`src/rtl/operand_select_stage.sv`:
```
// rtl/operand_select_stage.sv - operand select stage: prefix-extended immediate decode with valid/ready handshake (option: OPSEL_IMM_SIGN_EXT_EN)
module operand_select_stage #(
    parameter int unsigned WORD_SIZE                  = 16,
    parameter logic [3:0]  DEFAULT_IMM_SELECTOR_VALUE = 4'd0
) (
    input  logic                 clk,
    input  logic                 rst_n,
    input  logic                 flush,
    input  logic                 in_valid,
    output logic                 in_ready,
    input  logic [WORD_SIZE-1:0] instruction,
    input  logic                 imm_flag,
    input  logic                 prefix_flag,
    output logic                 out_valid,
    input  logic                 out_ready,
    output logic [2:0]           sel_a,
    output logic [3:0]           sel_b,
    output logic [WORD_SIZE-1:0] imm_value,
    output logic                 imm_ext,
    output logic                 prefix_dropped
);

    typedef enum logic {
        S_IDLE,
        S_PREFIX
    } state_t;

    state_t               state_q, state_d;
    logic [WORD_SIZE-9:0] prefix_hi_q, prefix_hi_d;
    logic                 out_valid_q, out_valid_d;
    logic [2:0]           sel_a_q, sel_a_d;
    logic [3:0]           sel_b_q, sel_b_d;
    logic [WORD_SIZE-1:0] imm_value_q, imm_value_d;
    logic                 imm_ext_q, imm_ext_d;
    logic                 prefix_dropped_q, prefix_dropped_d;

    logic                 accept;
    logic [WORD_SIZE-1:0] imm_short;
    logic                 unused_instr_bits;

    // A new instruction may enter whenever the output slot is empty or drains this cycle.
    assign in_ready = (!out_valid_q || out_ready) && !flush;
    assign accept   = in_valid && in_ready;

`ifdef OPSEL_IMM_SIGN_EXT_EN
    assign imm_short = {{(WORD_SIZE-8){instruction[7]}}, instruction[7:0]};
`else
    assign imm_short = {{(WORD_SIZE-8){1'b0}}, instruction[7:0]};
`endif

    assign unused_instr_bits = ^{instruction[WORD_SIZE-1:11], instruction[3]};

    // Next-state and next-result decode; flush overrides everything.
    always_comb begin
        state_d          = state_q;
        prefix_hi_d      = prefix_hi_q;
        out_valid_d      = out_valid_q;
        sel_a_d          = sel_a_q;
        sel_b_d          = sel_b_q;
        imm_value_d      = imm_value_q;
        imm_ext_d        = imm_ext_q;
        prefix_dropped_d = 1'b0;

        if (flush) begin
            out_valid_d = 1'b0;
            state_d     = S_IDLE;
            prefix_hi_d = '0;
        end else if (accept && prefix_flag) begin
            // Prefix words only stage upper immediate bits; the slot is free or draining.
            prefix_hi_d = instruction[WORD_SIZE-9:0];
            state_d     = S_PREFIX;
            out_valid_d = 1'b0;
        end else if (accept) begin
            out_valid_d = 1'b1;
            state_d     = S_IDLE;
            prefix_hi_d = '0;
            if (imm_flag) begin
                sel_a_d = instruction[10:8];
                sel_b_d = DEFAULT_IMM_SELECTOR_VALUE;
                if (state_q == S_PREFIX) begin
                    imm_value_d = {prefix_hi_q, instruction[7:0]};
                    imm_ext_d   = 1'b1;
                end else begin
                    imm_value_d = imm_short;
                    imm_ext_d   = 1'b0;
                end
            end else begin
                sel_a_d          = instruction[6:4];
                sel_b_d          = {1'b0, instruction[2:0]};
                imm_value_d      = '0;
                imm_ext_d        = 1'b0;
                prefix_dropped_d = (state_q == S_PREFIX);
            end
        end else if (out_ready) begin
            out_valid_d = 1'b0;
        end
    end

    // State machine and registered outputs.
    always_ff @(posedge clk or negedge rst_n) begin
        if (!rst_n) begin
            state_q          <= S_IDLE;
            prefix_hi_q      <= '0;
            out_valid_q      <= 1'b0;
            sel_a_q          <= '0;
            sel_b_q          <= '0;
            imm_value_q      <= '0;
            imm_ext_q        <= 1'b0;
            prefix_dropped_q <= 1'b0;
        end else begin
            state_q          <= state_d;
            prefix_hi_q      <= prefix_hi_d;
            out_valid_q      <= out_valid_d;
            sel_a_q          <= sel_a_d;
            sel_b_q          <= sel_b_d;
            imm_value_q      <= imm_value_d;
            imm_ext_q        <= imm_ext_d;
            prefix_dropped_q <= prefix_dropped_d;
        end
    end

    assign out_valid      = out_valid_q;
    assign sel_a          = sel_a_q;
    assign sel_b          = sel_b_q;
    assign imm_value      = imm_value_q;
    assign imm_ext        = imm_ext_q;
    assign prefix_dropped = prefix_dropped_q;

endmodule
```
`config.mk`:
```
export PLATFORM = sky130hd
export DESIGN_NAME = operand_select_stage
export DESIGN_NICKNAME = d
export VERILOG_FILES = /design/src/rtl/operand_select_stage.sv
export SDC_FILE = /design/constraint.sdc
export NUM_CORES = 1
export LEC_CHECK = 0
export CORE_MARGIN = 3
export CORE_UTILIZATION = 40
export CTS_CLUSTER_SIZE = 28
export DETAILED_ROUTE_END_ITERATION = 10
export GPL_ROUTABILITY_DRIVEN = 0
export PLACE_DENSITY = 0.72
export SYNTH_ARGS = -nofsm -noshare
export SYNTH_HDL_FRONTEND = slang
export SYNTH_SLANG_ARGS = --single-unit
```
`constraint.sdc`:
```
create_clock -name clk -period 1.7 [get_ports clk]
set_input_delay 0.34 -clock clk [delete_from_list [all_inputs] [get_ports clk]]
set_output_delay 0.34 -clock clk [all_outputs]
set_load 0.005 [all_outputs]
```
Word-level counts from Yosys, hierarchy flattened
Cells that the tools add are included.
{"block": "totals", "reg_bits": 35, "latchBits": 0, "mem_bits_rw": 0, "romBits": 0, "output_inout_bits": 27, "word_cells": 39, "mem_count": 0}
{"block": "op_classes", "add_sub_neg": 0, "multipliers": 0, "div_mod_pow": 0, "n_lt_le_gt_ge": 0, "n_eq_ne": 0, "shift": 0, "mux": 20, "n_bitwise": 2, "n_reduce_logical": 9}
{"operator": "16-bit two-way mux", "count": 2}
{"operator": "8-bit two-way mux", "count": 3}
{"operator": "1-bit two-way mux", "count": 13}
{"operator": "3-bit two-way mux", "count": 2}
{"operator": "4-bit nonzero test", "count": 1}
{"operator": "1-bit logical AND", "count": 3}
{"operator": "3-bit AND reduction", "count": 1}
{"operator": "3-bit nonzero test", "count": 1}
{"operator": "1-bit zero test", "count": 2}
{"operator": "1-bit inverter", "count": 2}
{"operator": "1-bit logical OR", "count": 1}

Depth between registers and ports, before layout
{"block": "logic_depth", "word_depth": 7, "mapped_depth": 4, "depth_no_buf": 3}

Worst setup path after synthesis
OpenSTA, ideal clock, no wires.
{"block": "synth_timing", "path_type": "register -> register", "from": "register out_valid_q, in the netlist out_valid", "to": "register imm_value_q[12], in the netlist imm_value[12]", "setup_time_ns": 0.125, "arrival_time_ns": 1.354, "required_time_ns": 1.575, "setup_slack_ns": 0.221, "stages_incl_launch_ff": 5, "period_less_slack_ns": 1.479, "cell_sequence": "dfrtp_1 -> nor2b_2 -> nor3_4 -> buf_6 -> mux2_2"}
{"block": "synth_between", "elab_chain_len": 7}
{"element": "start: declaration", "line_no": "30", "source": "logic out_valid_q, out_valid_d;"}
{"element": "start signal: assignment", "line_no": "113", "source": "out_valid_q <= out_valid_d;"}
{"element": "1-bit zero test *", "line_no": "42", "source": "assign in_ready = (!out_valid_q || out_ready) && !flush;"}
{"element": "1-bit logical OR *", "line_no": "42"}
{"element": "1-bit logical AND *", "line_no": "42"}
{"element": "1-bit logical AND *", "line_no": "43", "source": "assign accept = in_valid && in_ready;"}
{"element": "1-bit logical AND", "line_no": "68", "source": "end else if (accept && prefix_flag) begin"}
{"element": "1-bit inverter (no line)"}
{"element": "3-bit AND reduction (no line) *"}
{"element": "end signal: assignment", "line_no": "116", "source": "imm_value_q <= imm_value_d;"}
{"element": "end: declaration", "line_no": "33", "source": "logic [WORD_SIZE-1:0] imm_value_q, imm_value_d;"}
Every way passes the cells marked *; elsewhere a longest branch is shown, timed or not.
A chain may end at the register's enable or synchronous reset.

Worst setup path after layout
{"block": "layout_timing", "from": "input out_ready", "to": "output in_ready"}
{"block": "layout_between", "elab_chain_len": 2}
{"element": "start: declaration", "line_no": "15", "source": "input logic out_ready,"}
{"element": "1-bit logical OR", "line_no": "42"}
{"element": "1-bit logical AND", "line_no": "42"}
{"element": "end: declaration", "line_no": "10", "source": "output logic in_ready,"}
No other way between the ends.

==> impl_metrics.tcl <==
set metrics [dict create \
    routedWlPerCell_um 14.8 \
    syn_nets 138 \
    route.detailed.drc 0 \
    rrSetupSlack_ns 0.25 \
    fp.coreArea_um2 3440 \
    nNetsFinal 194 \
    period_share_pct 95.5 \
    antenna_left 0 \
    ys_types 24 \
    grt_overflow 0 \
    cts_made_buffers 5 \
    slew_headroom_pct 57.2 \
    postRouteWirelength_um 3240 \
    hold_buffers 0 \
    cp_max_fo 3 \
    hold_path.class "primary input to asynchronous set/reset pin" \
    place_inst 210 \
    seqCellArea_um2 851 \
    synth_edf_count 0 \
    clock_sinks 34 \
    async_flop_share_pct 100 \
    final_area_um2 2120 \
    synth-seq-cells 34 \
    p_per_area_nw_per_um2 896 \
    tightest_slew_ns 0.643 \
    ys.warnings.count 0 \
    max_stage_delay_ns 0.46 \
    port_buffers 43 \
    cap_violations 0 \
    hold_violations 0 \
    ir_drop_uv 740 \
    clk_latency_ns 0.28 \
    drt_iter0_markers 35 \
    die_h_um 66.8 \
    fin_crit_ns 1.62 \
    grt_pass1_vias 1150 \
    status "finished, final reports clean" \
    cts.htree.levels 2 \
    path_class "primary input to primary output" \
    setup.worst_path.start_class "primary input" \
    syn_area_um2 1480 \
    finalMaxSlewViolations 0 \
    synthCells 115 \
    drive_gt1_share_pct 23.3 \
    die-area_um2 4460 \
    syn2layout_area_growth_pct 43.6 \
    path_cells "clkdlybuf4s50_1, nor2b_4, nor2_1, dlygate4sd2_1" \
    synthFlopType "dfrtp_1" \
    grt_max_degree 35 \
    cts_tree "built" \
    place_area_um2 2020 \
    avgViaCountPerCell 4.93 \
    row_count 21 \
    power.leakage_uw 0.000986 \
    cp_top_family "buffers and inverters" \
    multi_input_area_um2 558 \
    fmax_mhz 616 \
    clkSlewWorstSetupHoldPaths_ns 0.06 \
    seq_area_frac_synth_pct 57.6 \
    critPathArrivalTime_ns 1.28 \
    io_pins 50 \
    cts_root_buf "clkbuf_8" \
    cp-end-kind "primary output" \
    rsz0062_at_grt "false" \
    vias 1074 \
    syn_avg_cell_area_um2 12.8 \
    grtUsageTotal_pct 15.6 \
    final_cell_count_no_fill 218 \
    antenna_found_initial 0 \
    die_width_um 66.8 \
    final.fill_count 273 \
    cts_setup_buffers 0 \
    crit_buf_inv 2 \
    cp.required_ns 1.36 \
    antenna_cells 0 \
    p_total_uw 1900 \
    finalClockSkew_ns 0.00283 \
    start_util_pct 42.9 \
    finalSetupViolCount 0 \
    clock_path_buffers 2 \
    grt_first_pass_wirelength_um 5060 \
    first_pass_iters 4 \
    hpwl_um 2350 \
    crit_slowest_cell "clkdlybuf4s50_1" \
]
## timing repair
action                     CTS  global route
resized for setup            1             1
hold endpoints to repair     0             0
setup endpoints to repair    1             1
## synth_stat cells (2+ instances only)
library cell,n,area [um^2]
nand2_1,9,33.8
inv_1,10,37.5
nor2b_1,3,18.8
a22o_1,8,70.1
dfrtp_1,34,851
mux2i_1,9,90.1
buf_4,2,15.0
mux2_2,17,191
and3_1,8,50.1
## state kept, by name, indices dropped and copies added (netlist names)
| name | flops |
|---|---|
| imm_value | 16 |
| prefix_hi_q | 8 |
| sel_a | 3 |
| sel_b | 3 |
| imm_ext | 1 |
| out_valid | 1 |
| prefix_dropped | 1 |
| state_q | 1 |
## through the flow
stage               setup slack [ns]  TNS [ns]  util, %  hold WS [ns]
floorplan                      0.221         0        -        0.0444
finish                        0.0760         0     61.6         0.492
detailed placement            -0.143     -2.49     58.8         0.480
CTS                           0.0390         0     61.4         0.496
global route                  0.0238         0     61.6         0.505
global placement              -0.120     -1.71     58.8         0.481
## final timing paths
path / end / from / depth (start not counted)
min reg2reg: prefix_hi_q[3]$_DFFE_PN0P_ / prefix_hi_q[3]$_DFFE_PN0P_ / 1
min: imm_value[9]$_DFFE_PN0P_ / rst_n / 2
max reg2reg: prefix_hi_q[0]$_DFFE_PN0P_ / out_valid$_DFFE_PN0P_ / 4
max in group asynchronous: sel_b[1]$_DFFE_PN0P_ / rst_n / 2
min in group clk: prefix_hi_q[3]$_DFFE_PN0P_ / prefix_hi_q[3]$_DFFE_PN0P_ / 1
max: in_ready / out_ready / 4
## cells by family (layout without fill, tap and decap cells)
| group | Yosys count | after routing | synth area share [%] |
|---|---|---|---|
| buffers and inverters | 15 | 72 | 4.91 |
| multiplexers | 26 | 26 | 19.1 |
| other | 1 | 1 | 0.254 |
| AO/OA/AOI/OAI | 11 | 11 | 6.10 |
| AND/OR/NAND/NOR | 28 | 28 | 12.0 |
| flip-flops | 34 | 34 | 57.6 |
## routing by layer
metal | track usage (%) | routed length, um
met4 | 5.33 | 46
met3 | 6.07 | 249
met2 | 26.5 | 1590
met5 | 0 | 0
met1 | 17.7 | 1350
## where the power goes
part           internal, uW  switching, uW
Sequential              888           46.9
Clock                   326            268
Combinational           237            133
## cells in the final DEF, fill, tap and decap left out, types with 3 or more instances in the layout
| cell type | n |
|---|---|
| and3_1 | 8 |
| mux2_2 | 17 |
| inv_1 | 10 |
| clkdlybuf4s50_1 | 42 |
| clkbuf_8 | 6 |
| dfrtp_1 | 34 |
| buf_4 | 10 |
| nor2b_1 | 3 |
| a22o_1 | 8 |
| mux2i_1 | 9 |
| nand2_1 | 9 |
## area by class of cell
class | instances | share of cell area, %
clock inverters | 1 | 0.236
repair buffers | 54 | 24.7
flip-flops and latches | 34 | 40.1
clock buffers | 7 | 4.07
multi-input cells | 66 | 26.3
inverters | 10 | 1.77
well taps | 46 | 2.72
(Power assumes the default switching activity.)
